--- src/rtl/armleo_operand_fetch.sv ---
// Operand fetch between decoder and 2R/1W regfile; writeback forwarding when ARMLEO_OPFETCH_BYPASS_EN, else stale/re-read.
// Latency: accept to out_valid is 1 cycle (plus 1 re-issue cycle per colliding write without bypass).
// Backpressure: one held entry; in_ready only when empty or draining this cycle; flush discards the entry.
module armleo_operand_fetch #(
    parameter int WIDTH      = 32,
    parameter int DEPTH_LOG2 = 5
) (
    input  logic                  clk,
    input  logic                  rst,
    input  logic                  flush,
    input  logic                  in_valid,
    output logic                  in_ready,
    input  logic [DEPTH_LOG2-1:0] in_rs1_addr,
    input  logic [DEPTH_LOG2-1:0] in_rs2_addr,
    output logic                  rs1_read,
    output logic                  rs2_read,
    output logic [DEPTH_LOG2-1:0] rs1_addr,
    output logic [DEPTH_LOG2-1:0] rs2_addr,
    input  logic [WIDTH-1:0]      rs1_rdata,
    input  logic [WIDTH-1:0]      rs2_rdata,
    input  logic                  rd_write,
    input  logic [DEPTH_LOG2-1:0] rd_addr,
    input  logic [WIDTH-1:0]      rd_wdata,
    output logic                  out_valid,
    input  logic                  out_ready,
    output logic [WIDTH-1:0]      out_rs1_data,
    output logic [WIDTH-1:0]      out_rs2_data
);

    logic                  b_valid;
    logic                  b_fresh;
    logic                  b_stale;
    logic [DEPTH_LOG2-1:0] b_rs1_addr;
    logic [DEPTH_LOG2-1:0] b_rs2_addr;
    logic [WIDTH-1:0]      b_rs1_data;
    logic [WIDTH-1:0]      b_rs2_data;
    logic [WIDTH-1:0]      fresh1;
    logic [WIDTH-1:0]      fresh2;

    logic accept;
    logic handshake;
    logic reissue;
    logic stale_set;
    logic wr_nz;
    logic hit_in1, hit_in2, hit_b1, hit_b2;

    assign wr_nz   = rd_write && (rd_addr != '0);
    assign hit_in1 = wr_nz && (rd_addr == in_rs1_addr);
    assign hit_in2 = wr_nz && (rd_addr == in_rs2_addr);
    assign hit_b1  = wr_nz && (rd_addr == b_rs1_addr);
    assign hit_b2  = wr_nz && (rd_addr == b_rs2_addr);

    assign out_valid = b_valid && !b_stale && !flush;
    assign handshake = out_valid && out_ready;
    assign in_ready  = !rst && !flush && (!b_valid || handshake);
    assign accept    = in_valid && in_ready;
    assign reissue   = b_valid && b_stale && !flush;

    // Read ports show the new request on accept, otherwise the last issued addresses.
    assign rs1_read = accept || reissue;
    assign rs2_read = accept || reissue;
    assign rs1_addr = accept ? in_rs1_addr : b_rs1_addr;
    assign rs2_addr = accept ? in_rs2_addr : b_rs2_addr;

    assign out_rs1_data = (b_rs1_addr == '0) ? '0 : (b_fresh ? fresh1 : b_rs1_data);
    assign out_rs2_data = (b_rs2_addr == '0) ? '0 : (b_fresh ? fresh2 : b_rs2_data);

`ifdef ARMLEO_OPFETCH_BYPASS_EN
    logic             fwd1, fwd2;
    logic [WIDTH-1:0] fwd1_data, fwd2_data;

    assign b_stale   = 1'b0;
    assign stale_set = 1'b0;
    assign fresh1    = fwd1 ? fwd1_data : rs1_rdata;
    assign fresh2    = fwd2 ? fwd2_data : rs2_rdata;

    // Regfile read-during-write data is undefined, so the issue-cycle write is captured here instead.
    always_ff @(posedge clk or posedge rst) begin
        if (rst) begin
            fwd1      <= 1'b0;
            fwd2      <= 1'b0;
            fwd1_data <= '0;
            fwd2_data <= '0;
        end else begin
            fwd1 <= accept && hit_in1;
            fwd2 <= accept && hit_in2;
            if (accept && hit_in1) fwd1_data <= rd_wdata;
            if (accept && hit_in2) fwd2_data <= rd_wdata;
        end
    end
`else
    assign fresh1    = rs1_rdata;
    assign fresh2    = rs2_rdata;
    assign stale_set = !flush && ((accept && (hit_in1 || hit_in2)) ||
                                  (b_valid && !handshake && (hit_b1 || hit_b2)));

    always_ff @(posedge clk or posedge rst) begin
        if (rst) b_stale <= 1'b0;
        else     b_stale <= stale_set;
    end
`endif

    always_ff @(posedge clk or posedge rst) begin
        if (rst) begin
            b_valid    <= 1'b0;
            b_fresh    <= 1'b0;
            b_rs1_addr <= '0;
            b_rs2_addr <= '0;
            b_rs1_data <= '0;
            b_rs2_data <= '0;
        end else begin
            if (flush)          b_valid <= 1'b0;
            else if (accept)    b_valid <= 1'b1;
            else if (handshake) b_valid <= 1'b0;

            b_fresh <= !flush && (accept || reissue) && !stale_set;

            if (accept) begin
                b_rs1_addr <= in_rs1_addr;
                b_rs2_addr <= in_rs2_addr;
            end

            if (b_valid && b_fresh) begin
                b_rs1_data <= fresh1;
                b_rs2_data <= fresh2;
            end
`ifdef ARMLEO_OPFETCH_BYPASS_EN
            // Held-operand update wins over the fresh-cycle load so the write is not lost.
            if (b_valid && hit_b1) b_rs1_data <= rd_wdata;
            if (b_valid && hit_b2) b_rs2_data <= rd_wdata;
`endif
        end
    end

endmodule
--- config.mk ---
export PLATFORM = sky130hd
export DESIGN_NAME = armleo_operand_fetch
export DESIGN_NICKNAME = d
export VERILOG_FILES = /design/src/rtl/armleo_operand_fetch.sv
export SDC_FILE = /design/constraint.sdc
export NUM_CORES = 1
export LEC_CHECK = 0
export CORE_UTILIZATION = 38
export DETAILED_ROUTE_END_ITERATION = 8
export PLACE_DENSITY = 0.81
export SLEW_MARGIN = 20
export SYNTH_ARGS = -nofsm -noshare
export SYNTH_HDL_FRONTEND = slang
export SYNTH_SLANG_ARGS = --single-unit
--- constraint.sdc ---
create_clock -name clk -period 2.6 [get_ports clk]
set_input_delay 0.52 -clock clk [delete_from_list [all_inputs] [get_ports clk]]
set_output_delay 0.52 -clock clk [all_outputs]
set_load 0.1 [all_outputs]
==> summary.md, run 1 <==
| Metric | Value |
|---|---|
| Switching share of power | `50.1%` |
| Post-Layout Cell Count | `666` |
| Synth Instances | `356` |
| Clock share of power | `12.1%` |
| Met3 usage | `3.53%` |
| IO Port Bufs | `162` |
| Starting density of the core | `39.8%` |
| Yosys Warn Count | `0` |
| Initial antenna violation count | `0` |
| Fmax | `0.395 GHz` |
| GRT met2 Usage | `35.1%` |
| WP data required | `2.08 ns` |
| Gr ovfl total | `0` |
| Fin nets | `642` |
| Final period util | `97.4%` |
| Slew @ Worst Pin | `0.401 ns` |
| Antenna viol nets, final | `0` |
| First-pass GRT wire length | `18000 um` |
| Final Critical Period | `2.53 ns` |
| Setup TNS | `0 ns` |
| Pin count of the biggest net entering global routing | `40` |
| CTS Hold Bufs | `0` |
| RSZ-0062 raised after global routing | `no` |
| Crit start category | `input port` |
| Die width | `107 um` |
| Lkg Pwr | `between 3 and 4 nW` |
| Clock buffer depth | `2` |
| Power Internal | `3.91 mW` |
| Final Cell Area | `approximately 7300 um^2` |
| Gr busiest metal | `met2` |
| Die area | `11400 um^2` |
| Crit-path max FO | `6` |
| Final Core Density | `70.0%` |
| CTS Root Cell | `clkbuf_8` |
| CTS clk-pin slew, worst paths | `0.08 ns` |
| CTS tree | `built` |
| 1st-pass router iterations | `4` |
| Die height | `roughly 110 um` |
| RR Endpoint | `b_fresh` |
| Placed insts | `642` |
| P&R area growth vs syn | `76.1%` |
| WL final | `11400 um` |
| CP max-delay cell | `clkdlybuf4s50_1` |
| RD Place Congestion | `0.794` |
| Status | `complete, no violations` |
| Sequential area share after synthesis | `46.3%` |
| H-tree depth | `3` |
| Gate power share | `66.2%` |
| HP Class | `input port to asynchronous set/reset pin` |
| Slowest cell delay on critical path | `0.47 ns` |
| Cell Area, Synth | `roughly 4200 um^2` |
| Clock skew | `0.00912 ns` |
| Crit Path Category | `input port to output port` |
| Power per cell area | `1070 nW/um^2` |
| Flop pwr share | `21.7%` |
| DR vias/cell | `5.04` |
| FF+latch count, synth | `77` |
| Fillcell total | `776` |
| Vias after detailed routing | `around 3.4k` |
| Max cap viols | `0` |
| Final Hold Viols | `0` |
| Cell count of the worst reg-to-reg path | `6` |
| Core area | `10500 um^2` |
| Post-route DRC violation count | `0` |
| Cell family with most CP delay | `buffers and inverters` |
| M1 GR Usage | `about 25%` |
| Reg2reg start | `b_stale` |
| CP endpoint kind | `output port` |
| Arr. time, crit path | `around 2.0 ns` |
| Clock latency on the worst-skew pair | `about 0.34 ns` |
| VDD IR max | `approximately 0.00076 V` |
| Post-DP Area | `6960 um^2` |
| Synth Net Count | `473` |
| NetSw | `about 3.9 mW` |
| HPWL after detailed placement | `just over 8000 um` |
| Syn_area_per_cell | `approximately 12 um^2` |
| Ports | `195` |
| Crit path cell chain | `clkdlybuf4s50_1, a211oi_4, nand2_4, mux2_2, buf_12` |
| Cts bufs inserted | `9` |
| R2R Setup Slk | `0.63 ns` |
| Slew headroom | `just over 70%` |
| Most common cell after layout, fill and taps aside | `buf_12` |
| Number of DRC markers in iteration 0 | `between 80 and 90` |
| Buf/Inv on CP | `2` |
| Max Slew Vio Count | `0` |
| DR WL/cell | `17.1 um` |
| Share of cells above drive strength 1 | `49.8%` |
| Core Rows | `37` |
| Total GRT Usage | `19.8%` |
| Most frequent cells in the layout | `buf_12 (85), clkdlybuf4s50_1 (82), dfrtp_1 (76), mux2_2 (73), mux2i_1 (64)` |
| # setup viols final | `0` |
| Diode count | `0` |
| Distinct cells, synth | `28` |
| Sink Count | `77` |
| Vias in the first global route | `3573` |
==> worst max-delay path by stage <==
stage                     slack [ns]          start  cells past startpoint               end
after floorplan                -0.41      out_ready                      5       rs1_addr[2]
final                           0.07          flush                      5       rs2_addr[0]
after global routing            0.01  b_rs1_addr[3]                      6  out_rs1_data[10]
after detailed placement       -0.03      out_ready                      6       rs1_addr[3]
after global placement         0.006      out_ready                      6       rs2_addr[0]
after CTS                      0.007  b_rs1_addr[0]                      5  out_rs1_data[22]
==> final cells by class <==
cell class	count	area, um^2	area share (%)
Clock buffer	11	151	2.07
Tap cell	136	170	2.32
Inverter	1	5.00	0.0683
Clock inverter	5	58.8	0.803
Sequential cell	77	1930	26.4
Multi-Input combinational cell	253	2300	31.4
Timing Repair Buffer	183	2710	36.9
==> stage by stage <==
| step | hold slack, ns | total power, mW | setup WS [ns] |
|---|---|---|---|
| global route | 0.260 | 8.12 | 0.0134 |
| CTS | 0.509 | 7.85 | 0.00678 |
| finish | 0.253 | 7.83 | 0.0665 |
| detailed placement | 0.492 | 6.89 | -0.0287 |
| global placement | 0.485 | 6.79 | 0.00572 |
| floorplan | 0.479 | 5.07 | -0.413 |
==> registers in the layout, summed over array words and instances, names as in the netlist <==
signal and count:
b_fresh 1, b_valid 1, b_rs2_data 32, b_rs1_data 32, b_stale 1, b_rs1_addr 5, b_rs2_addr 5
==> metal layers <==
layer	share of wire [%]	up-vias
met3	5.7	9
met5	0	-
met1	41	1667
met4	0.83	0
li1	-	1561
met2	53	121
==> synthesized netlist by cell type <==
master     instances  area (um^2)
a2111oi_0          1         8.76
a211oi_2           1         12.5
a21oi_1            2         10.0
a221oi_1           1         8.76
buf_2             21          105
buf_4              1         7.51
buf_6              3         33.8
clkbuf_1           1         3.75
dfrtp_1           77         1930
inv_1              1         3.75
mux2_2            74          833
mux2i_1           64          641
nand2_1            2         7.51
nand2_2            1         6.26
nand2b_1           1         6.26
nand2b_4           1         13.8
nand3_1            4         20.0
nand3b_1           1         7.51
nor2_1            67          251
nor2_2             1         6.26
nor3_1             4         20.0
nor3b_1            1         7.51
o21a_1             1         7.51
o21ai_0            2         10.0
or4_1              2         15.0
or4_4              1         11.3
xnor2_1            8         70.1
xor2_1            12          105
==> worst reg2reg max path: stages, from the launching register on <==
cell and delay (ns):
dfrtp_1 0.43, nand2b_4 0.17, a211oi_4 0.37, nand2_4 0.14
buf_4 0.20, a2111oi_0 0.42, a221oi_1 0.11
==> power groups by stage <==
stage	sequential (mW)	clock (mW)	combinational, mW
2_1_floorplan	1.66	0	3.42
3_3_place_gp	1.69	0	5.10
3_5_place_dp	1.72	0	5.16
4_1_cts	1.70	0.977	5.17
5_1_grt	1.75	1.03	5.34
6_report	1.70	0.947	5.18
==> cell families (layout without fill, tap and decap cells) <==
group / Yosys count / in the layout / share of synthesized area [%]
muxes: 138 / 138 / 35.4
and+or+nand+nor: 86 / 87 / 8.96
DFF: 77 / 77 / 46.3
buffers and inverters: 27 / 200 / 3.70
xor gates and xnor gates: 20 / 20 / 4.21
AOI/OAI and AO/OA: 8 / 8 / 1.38
==> timing repair <==
| item | CTS | global route |
|---|---|---|
| gates cloned | 0 | 4 |
| pin swaps | 0 | 3 |
| setup buffers | 0 | 4 |
| resized for setup | 1 | 6 |
| endpoints found under the setup margin | 10 | 46 |
Power figures use the tool's default switching activity.
==> run 2: changes to the inputs <==
--- a/config.mk
+++ b/config.mk
@@ -5,9 +5,12 @@
 export SDC_FILE = /design/constraint.sdc
 export NUM_CORES = 1
 export LEC_CHECK = 0
+export CORE_ASPECT_RATIO = 1.25
 export CORE_UTILIZATION = 38
 export DETAILED_ROUTE_END_ITERATION = 8
 export PLACE_DENSITY = 0.81
+export RECOVER_POWER = 25
+export REMOVE_ABC_BUFFERS = 1
 export SLEW_MARGIN = 20
 export SYNTH_ARGS = -nofsm -noshare
 export SYNTH_HDL_FRONTEND = slang
==> summary.md, run 2 (same netlist as run 1, synthesis figures left out) <==
| Metric | Value |
|---|---|
| CTS Hold Bufs | `0` |
| Lkg Pwr | `2.97 nW` |
| H-tree depth | `3` |
| Largest registers | `b_rs1_data: 32 flops, b_rs2_data: 32 flops` |
| Initial antenna violation count | `0` |
| DR WL/cell | `approximately 16 um` |
| Clock buffer depth | `2` |
| Clock skew | `0.00377 ns` |
| Number of DRC markers in iteration 0 | `91` |
| Pin count of the biggest net entering global routing | `65` |
| Max Slew Vio Count | `0` |
| Die area | `11400 um^2` |
| Status | `complete, no violations` |
| Core area | `10600 um^2` |
| Clock latency on the worst-skew pair | `0.33 ns` |
| HPWL after detailed placement | `7870 um` |
| Power after layout | `7.94 mW` |
| Crit start category | `input port` |
| Final Critical Period | `2.53 ns` |
| VDD IR max | `0.000624 V` |
| Fillcell total | `804` |
| CP max-delay cell | `clkdlybuf4s50_1` |
| Most common cell after layout, fill and taps aside | `buf_12` |
| Sink Count | `77` |
| CP endpoint kind | `output port` |
| Cts bufs inserted | `9` |
| Fmax | `0.395 GHz` |
| Ports | `~200` |
| 1st-pass router iterations | `4` |
| Post-Layout Cell Count | `around 660` |
| Core Rows | `42` |
| Diode count | `0` |
| Starting density of the core | `39.2%` |
| Crit path cell chain | `clkdlybuf4s50_1, a211oi_4, nand2_2, mux2_4, buf_12` |
| IO Port Bufs | `approximately 160` |
| Vias after detailed routing | `3302` |
| CTS clk-pin slew, worst paths | `0.06 ns` |
| Antenna viol nets, final | `0` |
| Die width | `95.6 um` |
| Max cap viols | `0` |
| Share of cells above drive strength 1 | `between 30% and 40%` |
| Power per cell area | `1120 nW/um^2` |
| DR vias/cell | `5.03` |
| Gr ovfl total | `0` |
| Area of the multi-input gates | `2110 um^2` |
| Placed insts | `approximately 640` |
| Arr. time, crit path | `2.01 ns` |
| P&R area growth vs syn | `70.2%` |
| WP data required | `2.08 ns` |
| Register area | `1930 um^2` |
| Vias in the first global route | `3533` |
| Cell family with most CP delay | `buffers and inverters` |
| Worst setup margin | `0.0667 ns` |
| WL final | `10600 um` |
| Total GRT Usage | `20.0%` |
| Pre-CTS WS | `-0.0995 ns` |
| # setup viols final | `0` |
| Fin nets | `636` |
| RD Place Congestion | `between 0.8 and 0.9` |
| Post-route DRC violation count | `0` |
| HP Class | `register to register` |
| First-pass GRT wire length | `17300 um` |
| CTS Root Cell | `clkbuf_16` |
| Crit Path Category | `input port to output port` |
| Slew headroom | `32.7%` |
| Buf/Inv on CP | `2` |
| Slowest cell delay on critical path | `about 0.47 ns` |
| CTS tree | `built` |
| Die height | `119 um` |
| Final Hold Viols | `0` |
| Final period util | `97.4%` |
| RSZ-0062 raised after global routing | `no` |
| Crit-path max FO | `6` |
| Slew @ Worst Pin | `1.00 ns` |
| Most frequent cells in the layout | `buf_12 (83), clkdlybuf4s50_1 (82), dfrtp_1 (76), mux2_2 (73), nor2_1 (65)` |
run 2: power by group:
group,internal (mW),switching (mW),total (mW)
combinational,1.81,3.19,5.00
sequential,1.52,0.182,1.70
clock,0.762,0.468,1.23
total,4.10,3.84,7.94
run 2: stage by stage:
stage	TNS, ns	area [um^2]	hold WS [ns]	utilization, %
after detailed placement	-1.00	6750	0.492	63.6
after global placement	-0.677	6750	0.486	63.6
after floorplan	-274.56	4010	0.479	-
after global routing	0	7080	0.521	66.7
after CTS	0	7070	0.505	66.6
final	0	7080	0.503	66.7
run 2: worst paths after layout:
path | slack, ns | depth (start not counted) | to | from
max | 0.07 | 5 | rs2_addr[0] | rst
min | 0.50 | 1 | b_rs1_data[30] | b_rs1_data[30]
max reg2reg | 0.48 | 6 | b_fresh | b_stale
min reg2reg | 0.50 | 1 | b_rs1_data[30] | b_rs1_data[30]
max in group asynchronous | 0.60 | 3 | b_rs1_data[5] | rst
min in group asynchronous | 0.78 | 2 | b_rs2_data[3] | rst
run 2: repair_timing:
| action | 4_1_cts | 5_1_grt |
|---|---|---|
| gates resized for setup | 4 | 2 |
| endpoints found under the setup margin | 12 | 7 |
| endpoints found under the hold margin | 0 | 0 |
| gates cloned | 1 | 0 |
| buffers inserted | 1 | 1 |
| pin swaps | 3 | 1 |
run 2: layout make-up:
type | instances | share of cell area (%)
inverters | 1 | 0.0707
multi-input cells | 253 | 29.8
clock inverters | 5 | 0.707
clock buffers | 11 | 3.43
well taps | 132 | 2.33
repair buffers | 177 | 36.4
flip-flops and latches | 77 | 27.3
run 2: per-layer routing:
| layer | vias to the layer above | track usage, % | share of wire, % |
|---|---|---|---|
| li1 | 1560 | - | - |
| met5 | - | 0 | 0 |
| met2 | 108 | 36.2 | 56 |
| met4 | 0 | 10.3 | 3.6 |
| met1 | 1606 | 21.3 | 36 |
| met3 | 28 | 3.90 | 4.6 |
==> patch 1: new RTL, config.mk and constraints of run 1 <==
Change the parameter `DEPTH_LOG2` from 5 to 4.
--- a/src/rtl/armleo_operand_fetch.sv
+++ b/src/rtl/armleo_operand_fetch.sv
@@ -4,5 +4,5 @@
 module armleo_operand_fetch #(
     parameter int WIDTH      = 32,
-    parameter int DEPTH_LOG2 = 5
+    parameter int DEPTH_LOG2 = 4
 ) (
     input  logic                  clk,
Ports: changed (5 resized); port bits go from 195 to 190. No check against the original RTL was run, so the function may have changed too.
==> patch 1 against run 1 <==
Area after synthesis fell by 2.7%; critical path depth rose by 1; global-route usage fell by 1.3 points; wire length fell by 10%; die area fell by 2.7%; critical endpoint is now rs2_addr[2]; setup slack got worse by 0.025 ns; sequential cell count fell by 2; highest routed layer unchanged; design area fell by 5.2%; first-iteration DRC count fell by 5.8%; power fell by 0.64%; via count fell by 7.1%.
==> patch 1: results (changes against run 1) <==
- Initial drt markers: 81 (was 86)
- Number of global-route vias before repair: 3,294 (was 3,573)
- Synth cell count leaders: dfrtp_1, mux2_2, mux2i_1, nor2_1, buf_2 (was dfrtp_1, mux2_2, nor2_1, mux2i_1, buf_2)
- N_diodes: 0 (unchanged)
- Yosys cell types: 25 (was 28)
- Sequential cell area fraction in the yosys report: 46.4% (was 46.3%)
- First-pass GRT wire length: 16.2 mm (was 18.0 mm)
- Synthesized-area fraction occupied by xor and xnor cells: 3.46% (was 4.21%)
- Crit-path max FO: 4 (was 6)
- Dominant register cell in the synthesized netlist: dfrtp_1 (unchanged)
- Clock skew: 0.0111 ns (was 0.00912 ns)
- Post-Syn Nets: 453 (was 473)
- Clock H-tree levels: 3 (unchanged)
- Pin count of the biggest net entering global routing: 66 (was 40)
- Initial antenna violation count: 0 (unchanged)
- Hold Path Class: in2async (unchanged)
- Compound-Gate Fraction of Synth Area: 2.26% (was 1.38%)
- Synth top area cells: dfrtp_1, mux2_2, mux2i_1 (unchanged)
- Leak pwr: 2.84 nW (was 3.02 nW)
- Final GP Congestion: 0.807 (was 0.794)
- Detailed Place HPWL: 7.59 mm (was 8.22 mm)
- Filler instances: 772 (was 776)
- DRT Pass-1 Iters: 4 (unchanged)
- Clock transition at path regs: 0.08 ns (about the same)
- Worst-Skew Late Latency: 0.34 ns (about the same)
- Pre-CTS setup slack: -0.0519 ns (was -0.0287 ns)
- Adder-cell area share of the yosys netlist: 0% (unchanged)
- Nets: 607 (was 642)
- Slew headroom: 61.2% (was 72.6%)
- Largest vdd supply drop: 744 uV (was 758 uV)
- Post-synthesis mux area share: 35.9% (was 35.4%)
- Via count: 3,119 (was 3,358)
- Root Driver: clkbuf_8 (unchanged)
- Largest regs: b_rs1_data x32, b_rs2_data x32 (unchanged)
- CP arrival: 2.04 ns (was 2.01 ns)
- Tot GR Track Use: 18.5% (was 19.8%)
- Detailed Route WL: 10.2 mm (was 11.4 mm)
- Number of I/O port buffers: 157 (was 162)
- Layout cells sized above 1: 49.2% (was 49.8%)
- Clock Path Buffers: 2 (unchanged)
- Status: finished, final reports clean (unchanged)
- Int Pwr: 0.00383 W (was 0.00391 W)
-- patch 1: cell count changes after synthesis, sizes merged, moves of 2 or more --
cell,change
a211o,+2
xor2,-12
or4,-3
mux2,-2
nor2,-4
dfrtp,-2
nand3,-4
xnor2,+8
nor4,+2
nand4,+4
nor3,-4
-- patch 1: power by group through the flow --
stage / Clock (W) / Combinational [W] / Sequential (W)
after floorplan: 0 / 0.00353 / 0.00163
after global placement: 0 / 0.00514 / 0.00166
after detailed placement: 0 / 0.00521 / 0.00170
after CTS: 0.000954 / 0.00522 / 0.00167
after global routing: 0.00101 / 0.00535 / 0.00171
final: 0.000922 / 0.00519 / 0.00167
-- patch 1: per-layer routing --
| layer | routed length, microns | global-route usage (%) |
|---|---|---|
| met1 | 4080 | 20.8 |
| met5 | 0 | 0 |
| met3 | 560 | 4.30 |
| met2 | 5450 | 34.5 |
| met4 | 95 | 5.13 |
-- patch 1: cells by family after synthesis --
group | Yosys count
AO/OA/AOI/OAI | 9
XOR/XNOR | 16
buffers and inverters | 26
flip-flops | 75
multiplexers | 136
AND/OR/NAND/NOR | 77
-- patch 1: layout make-up --
cell class                      count  area (sq um)  share of cell area (%)
Timing Repair Buffer              168          2470                    35.5
Multi-Input combinational cell    238          2220                    32.0
Sequential cell                    75          1880                    27.1
Tap cell                          136           170                    2.45
Clock buffer                       11           141                    2.04
Clock inverter                      5          61.3                   0.883
Inverter                            1          3.75                  0.0540
-- patch 1: worst paths after layout --
path	from	end	slack, ns	cells past startpoint
setup / recovery	out_ready	rs2_addr[2]	0.04	6
hold / removal	rst	b_stale	0.45	3
setup reg to reg	b_fresh	b_rs2_data[1]	0.82	4
hold reg to reg	b_rs1_data[1]	b_rs1_data[1]	0.51	1
max in group asynchronous	rst	b_rs2_data[5]	1.57	4
min in group clk	b_rs1_data[1]	b_rs1_data[1]	0.51	1
-- patch 1: repair_timing --
item,in CTS,in global routing
setup buffers,0,2
resized for setup,0,10
hold buffers,0,0
pin swaps,1,2
endpoints found under the setup margin,6,6
gates cloned,0,0
-- patch 1: critical path, stage by stage --
cell             delay, ns
clkdlybuf4s50_1       0.46
nand2b_1              0.16
a21boi_4              0.25
buf_6                 0.14
mux2_4                0.32
buf_12                0.17
-- patch 1: through the flow --
stage / cell area, sq um / std cells / power [W] / hold WS [ns]
floorplan: 4210 / 339 / 0.00515 / 0.479
global placement: 6690 / 616 / 0.00680 / 0.486
detailed placement: 6690 / 616 / 0.00691 / 0.492
CTS: 6900 / 632 / 0.00785 / 0.510
global route: 6950 / 634 / 0.00807 / 0.491
finish: 6950 / 634 / 0.00778 / 0.446
==> patch 2: new RTL, flow settings as in run 1 <==
Without the edit above. Add a define of `ARMLEO_OPFETCH_BYPASS_EN`.
--- a/src/rtl/armleo_operand_fetch.sv
+++ b/src/rtl/armleo_operand_fetch.sv
@@ -2,4 +2,6 @@
 // Latency: accept to out_valid is 1 cycle (plus 1 re-issue cycle per colliding write without bypass).
 // Backpressure: one held entry; in_ready only when empty or draining this cycle; flush discards the entry.
+`define ARMLEO_OPFETCH_BYPASS_EN
+
 module armleo_operand_fetch #(
     parameter int WIDTH      = 32,
Check against the original RTL: not equivalent (a bounded check fails within 4 cycles, from zero or initial values and one cycle with rst high).
==> patch 2 against run 1 <==
The flow now finishes with violations (negative setup slack); wire length is 110% higher; sequential cell count grew 65; sequential power is 69% higher; design area rose by 80%; sequential share of layout area up 0.65 points; area after synthesis grew 100%; setup slack lost 0.12 ns; power increased by 55%; critical path type is now reg2out; critical endpoint is now out_rs1_data[11]; largest cell class is now multi-input combinational cells.
==> patch 2: results (changes against run 1) <==
- Status: finished, violations left (was finished, final reports clean)
- Failing checks: negative setup slack
- Filler instances: 1,562 (was 776)
- Drt wl/cell: 19.5 microns (was 17.1 microns)
- Met3 wire len: 1.05 mm (was 651 microns)
- Layout cells sized above 1: 41.1% (was 49.8%)
- Setup crit end: out_rs1_data[11] (was rs2_addr[0])
- Synth top area cells: dfrtp_1, mux2_4, mux2i_1 (was dfrtp_1, mux2_2, mux2i_1)
- Clock transition at path regs: 0.06 ns (was 0.08 ns)
- Worst r2r src: b_valid (was b_stale)
- Compound-Gate Fraction of Synth Area: 10.5% (was 1.38%)
- Finish-stage setup viols: 47 (was 0)
- Post-Syn Nets: 825 (was 473)
- Number of I/O port buffers: 194 (was 162)
- Placed inst area: 12,100 sq um (was 6960 sq um)
- Seq area share: 27.0% (was 26.4%)
- R2R Setup Slk: 0.29 ns (was 0.63 ns)
- Synth cell count leaders: dfrtp_1, nor2_1, mux2_4 (was dfrtp_1, mux2_2, nor2_1, mux2i_1, buf_2)
- Worst Setup SP: b_rs1_addr[1] (was flush)
- Worst-Skew Late Latency: 0.41 ns (was 0.34 ns)
- Hold Path Class: reg2reg (was in2async)
- Fin Setup TNS: -1.02 ns (was 0 ns)
- Clkbuf count: 22 (was 11)
- GRT met1 Usage: 28.1% (was 24.7%)
- Final worst slack: -0.0503 ns (was 0.0665 ns)
- CP arrival: 2.13 ns (was 2.01 ns)
- Slowest stage delay, CP: 0.57 ns (was 0.47 ns)
- Non-CTS inverters: 4 (was 1)
- NonClk Buf Share: 28.5% (was 36.9%)
- Multi-input combinational area share: 37.3% (was 31.4%)
- Post-CTS Resized: 8 (was 1)
- First-pass GRT wire length: 37.1 mm (was 18.0 mm)
- Clock skew: 0.00763 ns (was 0.00912 ns)
- #FFs+latches synth: 142 (was 77)
- R2r worst-path depth: 7 (was 6)
- Tot GR Track Use: 21.7% (was 19.8%)
- Dpl cells: 1,160 (was 642)
- Clock H-tree levels: 4 (was 3)
- Sequential cell area fraction in the yosys report: 42.8% (was 46.3%)
- Slew headroom: 64.3% (was 72.6%)
- Pre-CTS setup slack: -0.0963 ns (was -0.0287 ns)
- Comb_multi_in: 502 (was 253)
- CP max stage cell: or4_4 (was clkdlybuf4s50_1)
- Synthesized-area fraction occupied by xor and xnor cells: 2.11% (was 4.21%)
- Post-CTS setup buffers: 19 (was 0)
- Pin count of the biggest net entering global routing: 67 (was 40)
- Worst hold slack: 0.505 ns (was 0.253 ns)
- Leak pwr: 5.61 nW (was 3.02 nW)
- Detailed Route WL: 23.8 mm (was 11.4 mm)
[patch 2: changes by cell type in the layout (fill, tap and decap cells not counted), moves of 11 or more]
cell | before | now
a211oi_1 | 0 | 14
buf_12 | 85 | 105
a211oi_4 | 1 | 39
a211oi_2 | 0 | 11
mux2_4 | 1 | 118
nor2_1 | 5 | 129
dfrtp_1 | 76 | 139
buf_4 | 11 | 38
clkbuf_16 | 3 | 20
mux2_2 | 73 | 20
a21oi_1 | 2 | 64
clkdlybuf4s50_1 | 82 | 116
nor2_2 | 61 | 1
[patch 2: where the power goes]
part,leakage (nW),total (W),switching [W],internal [W]
clock network,0.286,0.00243,0.000941,0.00149
logic,3.61,0.00686,0.00405,0.00281
registers,1.71,0.00288,0.000254,0.00263
[patch 2: worst max-delay path, delay by kind of cell, from the launching register on]
family / cells / cell delay [ns]
DFF: 1 / 0.41
buffers and inverters: 3 / 0.49
and+or+nand+nor: 2 / 0.75
AOI/OAI and AO/OA: 1 / 0.05
